===== src/rtl/mem_wb_stage.sv =====
// Memory / write-back stage: ALU results write back one cycle after acceptance, loads go
// through a blocking data-cache read with optional timeout, then extend and write back.
module mem_wb_stage #(
  parameter int unsigned DATA_W  = 32,
  parameter int unsigned RADDR_W = 5,
  parameter int unsigned TIMEOUT = 64
) (
  input  logic               clk,
  input  logic               rst,
  input  logic               in_valid,
  input  logic               writeEnableIn,
  input  logic               dataCacheReadEnableIn,
  input  logic [2:0]         loadType,
  input  logic [RADDR_W-1:0] writeBackAddrIn,
  input  logic [DATA_W-1:0]  aluResultIn,
  output logic               stall,
  output logic               cache_req,
  output logic [DATA_W-1:0]  cache_addr,
  input  logic [DATA_W-1:0]  cache_rdata,
  input  logic               cache_ack,
  output logic               wb_en,
  output logic [RADDR_W-1:0] wb_addr,
  output logic [DATA_W-1:0]  wb_data,
  output logic               err
);

  localparam int unsigned CntW = (TIMEOUT > 1) ? $clog2(TIMEOUT) : 1;
  localparam logic [CntW-1:0] CntMax = CntW'((TIMEOUT > 0) ? TIMEOUT - 1 : 0);

  localparam logic [2:0] LdB  = 3'b000;
  localparam logic [2:0] LdH  = 3'b001;
  localparam logic [2:0] LdW  = 3'b010;
  localparam logic [2:0] LdBu = 3'b100;
  localparam logic [2:0] LdHu = 3'b101;

  typedef enum logic [0:0] {StIdle, StWait} state_e;

  state_e             state_q, state_d;
  logic [CntW-1:0]    cnt_q, cnt_d;
  logic [DATA_W-1:0]  cache_addr_q, cache_addr_d;
  logic               wb_en_q, wb_en_d;
  logic [RADDR_W-1:0] wb_addr_q, wb_addr_d;
  logic [DATA_W-1:0]  wb_data_q, wb_data_d;
  logic               err_q, err_d;
  logic [RADDR_W-1:0] rd_q, rd_d;
  logic               we_q, we_d;
  logic [2:0]         lt_q, lt_d;
  logic [1:0]         off_q, off_d;

  logic               load_bad;
  logic               expired;
  logic [7:0]         byte_sel;
  logic [15:0]        half_sel;
  logic [DATA_W-1:0]  load_data;

  // Illegal funct3 or an access that straddles its natural alignment.
  always_comb begin
    load_bad = 1'b0;
    unique case (loadType)
      LdB, LdBu: load_bad = 1'b0;
      LdH, LdHu: load_bad = aluResultIn[0];
      LdW:       load_bad = |aluResultIn[1:0];
      default:   load_bad = 1'b1;
    endcase
  end

  assign byte_sel = cache_rdata[8*off_q +: 8];
  assign half_sel = cache_rdata[16*off_q[1] +: 16];

  always_comb begin
    load_data = cache_rdata;
    unique case (lt_q)
      LdB:     load_data = {{(DATA_W-8){byte_sel[7]}}, byte_sel};
      LdBu:    load_data = {{(DATA_W-8){1'b0}}, byte_sel};
      LdH:     load_data = {{(DATA_W-16){half_sel[15]}}, half_sel};
      LdHu:    load_data = {{(DATA_W-16){1'b0}}, half_sel};
      default: load_data = cache_rdata;
    endcase
  end

  // TIMEOUT == 0 disables the abort path entirely.
  assign expired = (TIMEOUT != 0) && (cnt_q == CntMax);

  always_comb begin
    state_d      = state_q;
    cnt_d        = cnt_q;
    cache_addr_d = cache_addr_q;
    wb_en_d      = 1'b0;
    wb_addr_d    = wb_addr_q;
    wb_data_d    = wb_data_q;
    err_d        = 1'b0;
    rd_d         = rd_q;
    we_d         = we_q;
    lt_d         = lt_q;
    off_d        = off_q;
    unique case (state_q)
      StIdle: begin
        if (in_valid) begin
          if (!dataCacheReadEnableIn) begin
            if (writeEnableIn && (writeBackAddrIn != '0)) begin
              wb_en_d   = 1'b1;
              wb_addr_d = writeBackAddrIn;
              wb_data_d = aluResultIn;
            end
          end else if (load_bad) begin
            err_d = 1'b1;
          end else begin
            rd_d         = writeBackAddrIn;
            we_d         = writeEnableIn;
            lt_d         = loadType;
            off_d        = aluResultIn[1:0];
            cache_addr_d = {aluResultIn[DATA_W-1:2], 2'b00};
            cnt_d        = '0;
            state_d      = StWait;
          end
        end
      end
      StWait: begin
        // An ack in the expiry cycle still completes the load normally.
        if (cache_ack) begin
          state_d = StIdle;
          if (we_q && (rd_q != '0)) begin
            wb_en_d   = 1'b1;
            wb_addr_d = rd_q;
            wb_data_d = load_data;
          end
        end else if (expired) begin
          state_d = StIdle;
          err_d   = 1'b1;
        end else begin
          cnt_d = cnt_q + 1'b1;
        end
      end
      default: state_d = StIdle;
    endcase
  end

  always_ff @(posedge clk or posedge rst) begin
    if (rst) begin
      state_q      <= StIdle;
      cnt_q        <= '0;
      cache_addr_q <= '0;
      wb_en_q      <= 1'b0;
      wb_addr_q    <= '0;
      wb_data_q    <= '0;
      err_q        <= 1'b0;
      rd_q         <= '0;
      we_q         <= 1'b0;
      lt_q         <= '0;
      off_q        <= '0;
    end else begin
      state_q      <= state_d;
      cnt_q        <= cnt_d;
      cache_addr_q <= cache_addr_d;
      wb_en_q      <= wb_en_d;
      wb_addr_q    <= wb_addr_d;
      wb_data_q    <= wb_data_d;
      err_q        <= err_d;
      rd_q         <= rd_d;
      we_q         <= we_d;
      lt_q         <= lt_d;
      off_q        <= off_d;
    end
  end

  // Request is a pure function of state so reset drops it asynchronously.
  assign stall      = (state_q == StWait);
  assign cache_req  = (state_q == StWait);
  assign cache_addr = cache_addr_q;
  assign wb_en      = wb_en_q;
  assign wb_addr    = wb_addr_q;
  assign wb_data    = wb_data_q;
  assign err        = err_q;

endmodule

===== config.mk =====
export PLATFORM = sky130hd
export DESIGN_NAME = mem_wb_stage
export DESIGN_NICKNAME = d
export VERILOG_FILES = /design/src/rtl/mem_wb_stage.sv
export SDC_FILE = /design/constraint.sdc
export NUM_CORES = 1
export LEC_CHECK = 0
export ABC_CLOCK_PERIOD_IN_PS = 3900
export CAP_MARGIN = 20
export CORE_MARGIN = 5
export CORE_UTILIZATION = 45
export CTS_CLUSTER_SIZE = 40
export DETAILED_ROUTE_END_ITERATION = 7
export DONT_BUFFER_PORTS = 1
export SKIP_CTS_REPAIR_TIMING = 1
export SLEW_MARGIN = 20
export SYNTH_ARGS = -nofsm -noshare
export SYNTH_HDL_FRONTEND = slang
export SYNTH_SLANG_ARGS = --single-unit

===== constraint.sdc =====
create_clock -name clk -period 3.9 [get_ports clk]
set_clock_uncertainty 0.1 [all_clocks]
set_input_delay 0.78 -clock clk [delete_from_list [all_inputs] [get_ports clk]]
set_output_delay 0.78 -clock clk [all_outputs]
set_load 0.01 [all_outputs]

# Yosys cells after proc, flatten, opt, wreduce, memory -nomap -nowiden
# Cells that the tools add are included.
[word_totals] mem_count=0 reg_bits=87 romBits=0 word_cells=83 in_bits=78 ram_bits=0 latchBits=0
[op_classes] bitwise_logic=2 n_mul=0 eq_ne=17 n_shift=2 muxes=38 n_div=0 magnitude_cmp=0 n_addsub=1 n_reduce_logical=12
[op_table] cell="32-bit 2-to-1 mux" count=5
[op_table] cell="32-bit case mux with 4 select lines" count=1
[op_table] cell="32-bit case mux with 2 select lines" count=1
[op_table] cell="32-bit by 6-bit variable part select with 16-bit output" count=1
[op_table] cell="32-bit by 6-bit variable part select with 8-bit output" count=1
[op_table] cell="6-bit 2-to-1 mux" count=5
[op_table] cell="5-bit 2-to-1 mux" count=5
[op_table] cell="2-bit != test (second input constant)" count=8
[op_table] cell="1-bit 2-to-1 mux" count=15
[op_table] cell="3-bit == test (second input constant)" count=4
[op_table] cell="6-bit case mux with 2 select lines" count=1
[op_table] cell="5-bit case mux with 2 select lines" count=1
[op_table] cell="5-bit AND reduction" count=2
[op_table] cell="5-bit nonzero test" count=2
[op_table] cell="6-bit by 1-bit adder with 6-bit output (second input constant)" count=1
[op_table] cell="3-bit by 1-bit == test with 1-bit output (second input constant)" count=2
[op_table] cell="6-bit == test (second input constant)" count=1
[op_table] cell="3-bit zero test" count=2
[op_table] cell="1-bit case mux with 2 select lines" count=3
[op_table] cell="2-bit OR reduction" count=3
[op_table] cell="4-bit AND reduction" count=1
[op_table] cell="3-bit by 2-bit == test with 1-bit output (second input constant)" count=1
[op_table] cell="1-bit case mux with 3 select lines" count=1
[op_table] cell="1-bit logical AND" count=2
[op_table] cell="2 further kinds" count=3

# Longest topological paths before layout
[depth] ltp_word=7 depth_mapped=8 mapped_depth_nobuf=6

# Worst setup path before layout
# Ideal clock, no wire load.
[synth_timing] path_kind="input to register" startpoint="input port aluResultIn[1]" endpoint="register cache_addr_q[8], in the netlist cache_addr[8]" arrival_time_ns=2.252 setup_ns=0.125 setup_slack_ns=1.423 path_buffers=1 path_stages=4 required_ns=3.675 cell_sequence="or4_1 -> a21oi_2 -> buf_2 -> mux2_2"
[synth_via] elab_chain_len=4
[synth_rtl] item="start, declared" line_no="15" source="input logic [DATA_W-1:0] aluResultIn,"
[synth_rtl] item="2-bit OR reduction" line_no="62" source="LdW: load_bad = |aluResultIn[1:0];"
[synth_rtl] item="1-bit case mux with 3 select lines" line_no="59" source="unique case (loadType)"
[synth_rtl] item="1-bit inverter (no line)"
[synth_rtl] item="4-bit AND reduction (no line)"
[synth_rtl] item="end signal, assigned" line_no="154" source="cache_addr_q <= cache_addr_d;"
[synth_rtl] item="end, declared" line_no="40" source="logic [DATA_W-1:0] cache_addr_q, cache_addr_d;"
# No other way between the ends.
# A chain may end at the register's enable or synchronous reset.

# Worst setup path after layout
[layout_timing] startpoint="register off_q[1]" endpoint="register wb_data_q[21], in the netlist wb_data[21]"
[layout_via] elab_chain_len=5 elab_cells_between_ends=6 cone_classes="2 x shift; 4 x mux"
[layout_rtl] item="start, declared" line_no="48" source="logic [1:0] off_q, off_d;"
[layout_rtl] item="start signal, assigned" line_no="150" source="off_q <= '0;"
[layout_rtl] item="start signal, assigned" line_no="162" source="off_q <= off_d;"
[layout_rtl] item="32-bit by 6-bit variable part select with 16-bit output / 32-bit by 6-bit variable part select with 8-bit output (equally long branches)" line_no="68, 67"
[layout_rtl] item="32-bit case mux with 4 select lines (*)" line_no="72" source="unique case (lt_q)"
[layout_rtl] item="32-bit 2-to-1 mux (*)" line_no="122" source="if (we_q && (rd_q != '0)) begin"
[layout_rtl] item="32-bit 2-to-1 mux (*)" line_no="120" source="if (cache_ack) begin"
[layout_rtl] item="32-bit case mux with 2 select lines (*)" line_no="96" source="unique case (state_q)"
[layout_rtl] item="end signal, assigned" line_no="157" source="wb_data_q <= wb_data_d;"
[layout_rtl] item="end, declared" line_no="43" source="logic [DATA_W-1:0] wb_data_q, wb_data_d;"
# Mark *: on every way between the ends. The rest lies on a longest branch, timed or not. The select of a mux whose other input is x is not followed.

==> results.json <==
{
  "max_freq_mhz": 356,
  "numCtsBuffers": 9,
  "core-area_um2": 9280,
  "clockBufferDepth": 2,
  "remaining_drc_errors": 0,
  "antenna_found_initial": 0,
  "dr_total_vias": 3239,
  "layout-drive-gt1-share": 0.138,
  "wl_per_cell_um": 21.2,
  "rr_startpoint": "off_q[1]",
  "dieArea_um2": 11600,
  "rsz0062_at_grt": "false",
  "p_int_w": 0.00180,
  "postRouteAntennaNets": 0,
  "synth_seq_cells": 87,
  "synth_top_area_share": 0.507,
  "slew-limit-headroom": 0.312,
  "start_kind": "flip-flop",
  "slew_viol_final": 0,
  "hpwl_um": 8900,
  "maxCapViolations": 0,
  "yosys.area.top_type": "dfrtp_1",
  "synthToLayoutAreaGrowth_pct": 6.99,
  "start_util": 0.463,
  "hold_viol_final": 0,
  "syn-cell-area_um2": 4300,
  "hold_slack_ns": 0.304,
  "status": "finished clean",
  "p_leak_nw": 1.91,
  "switching_share": 0.353,
  "ys_async_sr_fraction": 1.00,
  "worstSetupPathType": "flip-flop to flip-flop",
  "synth.avg_cell_area_um2": 9.83,
  "clock-sinks": 87,
  "reg2reg_depth": 4,
  "startpoint": "off_q[1]",
  "drt_iter0_markers": 224,
  "yosysUniqueCellTypes": 47,
  "die_h_um": 108,
  "share_seq_of_total_power": 0.531,
  "yosys-top-cells-count": "87 x dfrtp_1, 77 x nand2_1, 35 x nor2_1",
  "grt_pass1_wl_um": 18600,
  "n_antenna_cell": 0,
  "viasPerCell": 5.80,
  "ys_seq_area_frac": 0.507,
  "routed_wl_um": 11900,
  "min_period_ns": 2.81,
  "synthFlopType": "dfrtp_1",
  "cts_tree": "built",
  "peakVddDrop_v": 0.000253,
  "p_comb_frac": 0.204,
  "final_nets": 503,
  "arrival_ns": 2.98,
  "rows": 35,
  "synth_edf_count": 0,
  "setup_viol": 0,
  "yosys_warnings": 0,
  "hold_path.class": "primary input to async pin",
  "worst_slew_pin_slew_ns": 1.03,
  "gr-total-overflow": 0,
  "clkTransAtPathRegs_ns": 0.11,
  "synth.most_common_cell": "dfrtp_1",
  "grt_max_degree": 68,
  "crit_path_max_incr_delay_ns": 0.80,
  "grt_usage": 0.207,
  "die_w_um": 108,
  "p_total_w": 0.00279,
  "htree_levels": 3,
  "p_clk_frac": 0.266,
  "cp_cell_sequence": "inv_1 -> mux4_2 -> nand4_1 -> a31oi_1",
  "power.switching_w": 0.000986,
  "period_share": 0.719,
  "path_max_fanout": 21,
  "io_buffer_count": 0,
  "cp_slowest_cell": "dfrtp_1",
  "required_ns": 4.07,
  "first_pass_iters": 7,
  "netlist_top_cells_area": "dfrtp_1 51%, mux2_2 7.1%, nand2_1 6.7%, o21ai_0 3.5%, a31oi_1 3.2%",
  "critPathCaptureType": "flip-flop",
  "top_level_ports": 151,
  "grt_pass1_vias": 3335,
  "power.density_nw_per_um2": 607,
  "cts.root.buffer_cell": "clkbuf_8",
  "clk_latency_ns": 0.37,
  "place.gp.congestion": 0.894,
  "netlist_instances": 437,
  "setup_tns_ns": 0
}
-- power groups by stage --
stage | clock (W) | sequential (W) | combinational [W]
2_1_floorplan | 0 | 0.00140 | 0.000497
3_3_place_gp | 0 | 0.00150 | 0.000553
3_5_place_dp | 0 | 0.00150 | 0.000570
4_1_cts | 0.000748 | 0.00149 | 0.000571
5_1_grt | 0.000783 | 0.00152 | 0.000650
6_report | 0.000741 | 0.00148 | 0.000568
-- critical path, delay by kind of cell, from the launching register on --
| family | cells | cell delay (ns) |
|---|---|---|
| compound gates | 1 | 0.42 |
| buf+inv | 1 | 0.39 |
| mux | 1 | 0.43 |
| simple gates | 1 | 0.58 |
| flops | 1 | 0.80 |
-- per-layer routing --
metal / GRT usage / wire length, um / up-vias
li1: - / - / 1518
met1: 0.264 / 4770 / 1565
met2: 0.311 / 5380 / 135
met3: 0.0906 / 1410 / 21
met4: 0.0757 / 292 / 0
met5: 0 / 0 / -
-- final cells by class --
type	count	area, um^2
clock buffer	10	138
clock inverter	6	95.1
fill	871	4690
inverter	12	47.5
multi-input combinational	309	1930
sequential	87	2180
tap	129	161
timing repair buffer	5	50.0
-- state kept, by name, indices dropped and copies added, names as in the netlist --
name        flops
cache_addr     30
rd_q            5
lt_q            3
we_q            1
cache_req       1
cnt_q           6
wb_data        32
wb_en           1
off_q           2
wb_addr         5
err             1
-- logic make-up after synthesis --
logic type,count (synthesis),share of synthesized area
and+or+nand+nor,146,0.150
AOI/OAI and AO/OA,114,0.169
DFF,87,0.507
muxes,45,0.121
buffers and inverters,42,0.0475
adders and majority gates,1,0.00291
other,1,0.000873
xor gates and xnor gates,1,0.00204
-- final timing paths --
path | to | slack (ns)
max reg2reg | wb_data[21] | 1.09
min | wb_addr[1] | 0.30
min in group clk | rd_q[1] | 0.41
max in group asynchronous | lt_q[0] | 2.50
min reg2reg | rd_q[2] | 0.42
max | wb_data[21] | 1.09
-- per-stage QoR --
| stage | util | setup WS (ns) | instances | area [um^2] |
|---|---|---|---|---|
| 4_1_cts | 0.495 | 1.06 | 558 | 4590 |
| 2_1_floorplan | - | 0.770 | 438 | 4300 |
| 6_report | 0.495 | 1.09 | 558 | 4600 |
| 5_1_grt | 0.495 | 0.860 | 558 | 4600 |
| 3_3_place_gp | 0.470 | 1.11 | 542 | 4360 |
| 3_5_place_dp | 0.470 | 1.09 | 542 | 4360 |
-- layout by cell type (no fill, tap or decap), types with 2 or more instances in the layout --
cell type and n:
a22oi_1 5, a221o_1 2, o221ai_1 4, conb_1 2, nand2_1 77, o22ai_1 5, nor3_1 2, a21oi_1 22
or4_1 2, dfrtp_1 86, o21ai_1 4, o21ai_0 30, nand4_1 5, a31oi_1 22, mux4_2 2, buf_4 4
clkbuf_8 10, inv_6 4, nor2_1 35, nor2b_1 3, nand2b_1 8, inv_1 10, a21o_1 2, mux2i_1 9
o22a_1 5, mux2_2 27, and3_1 3, nand3_1 7, bufinv_16 2, a22o_1 4, mux2_1 7
(Power assumes the default switching activity.)
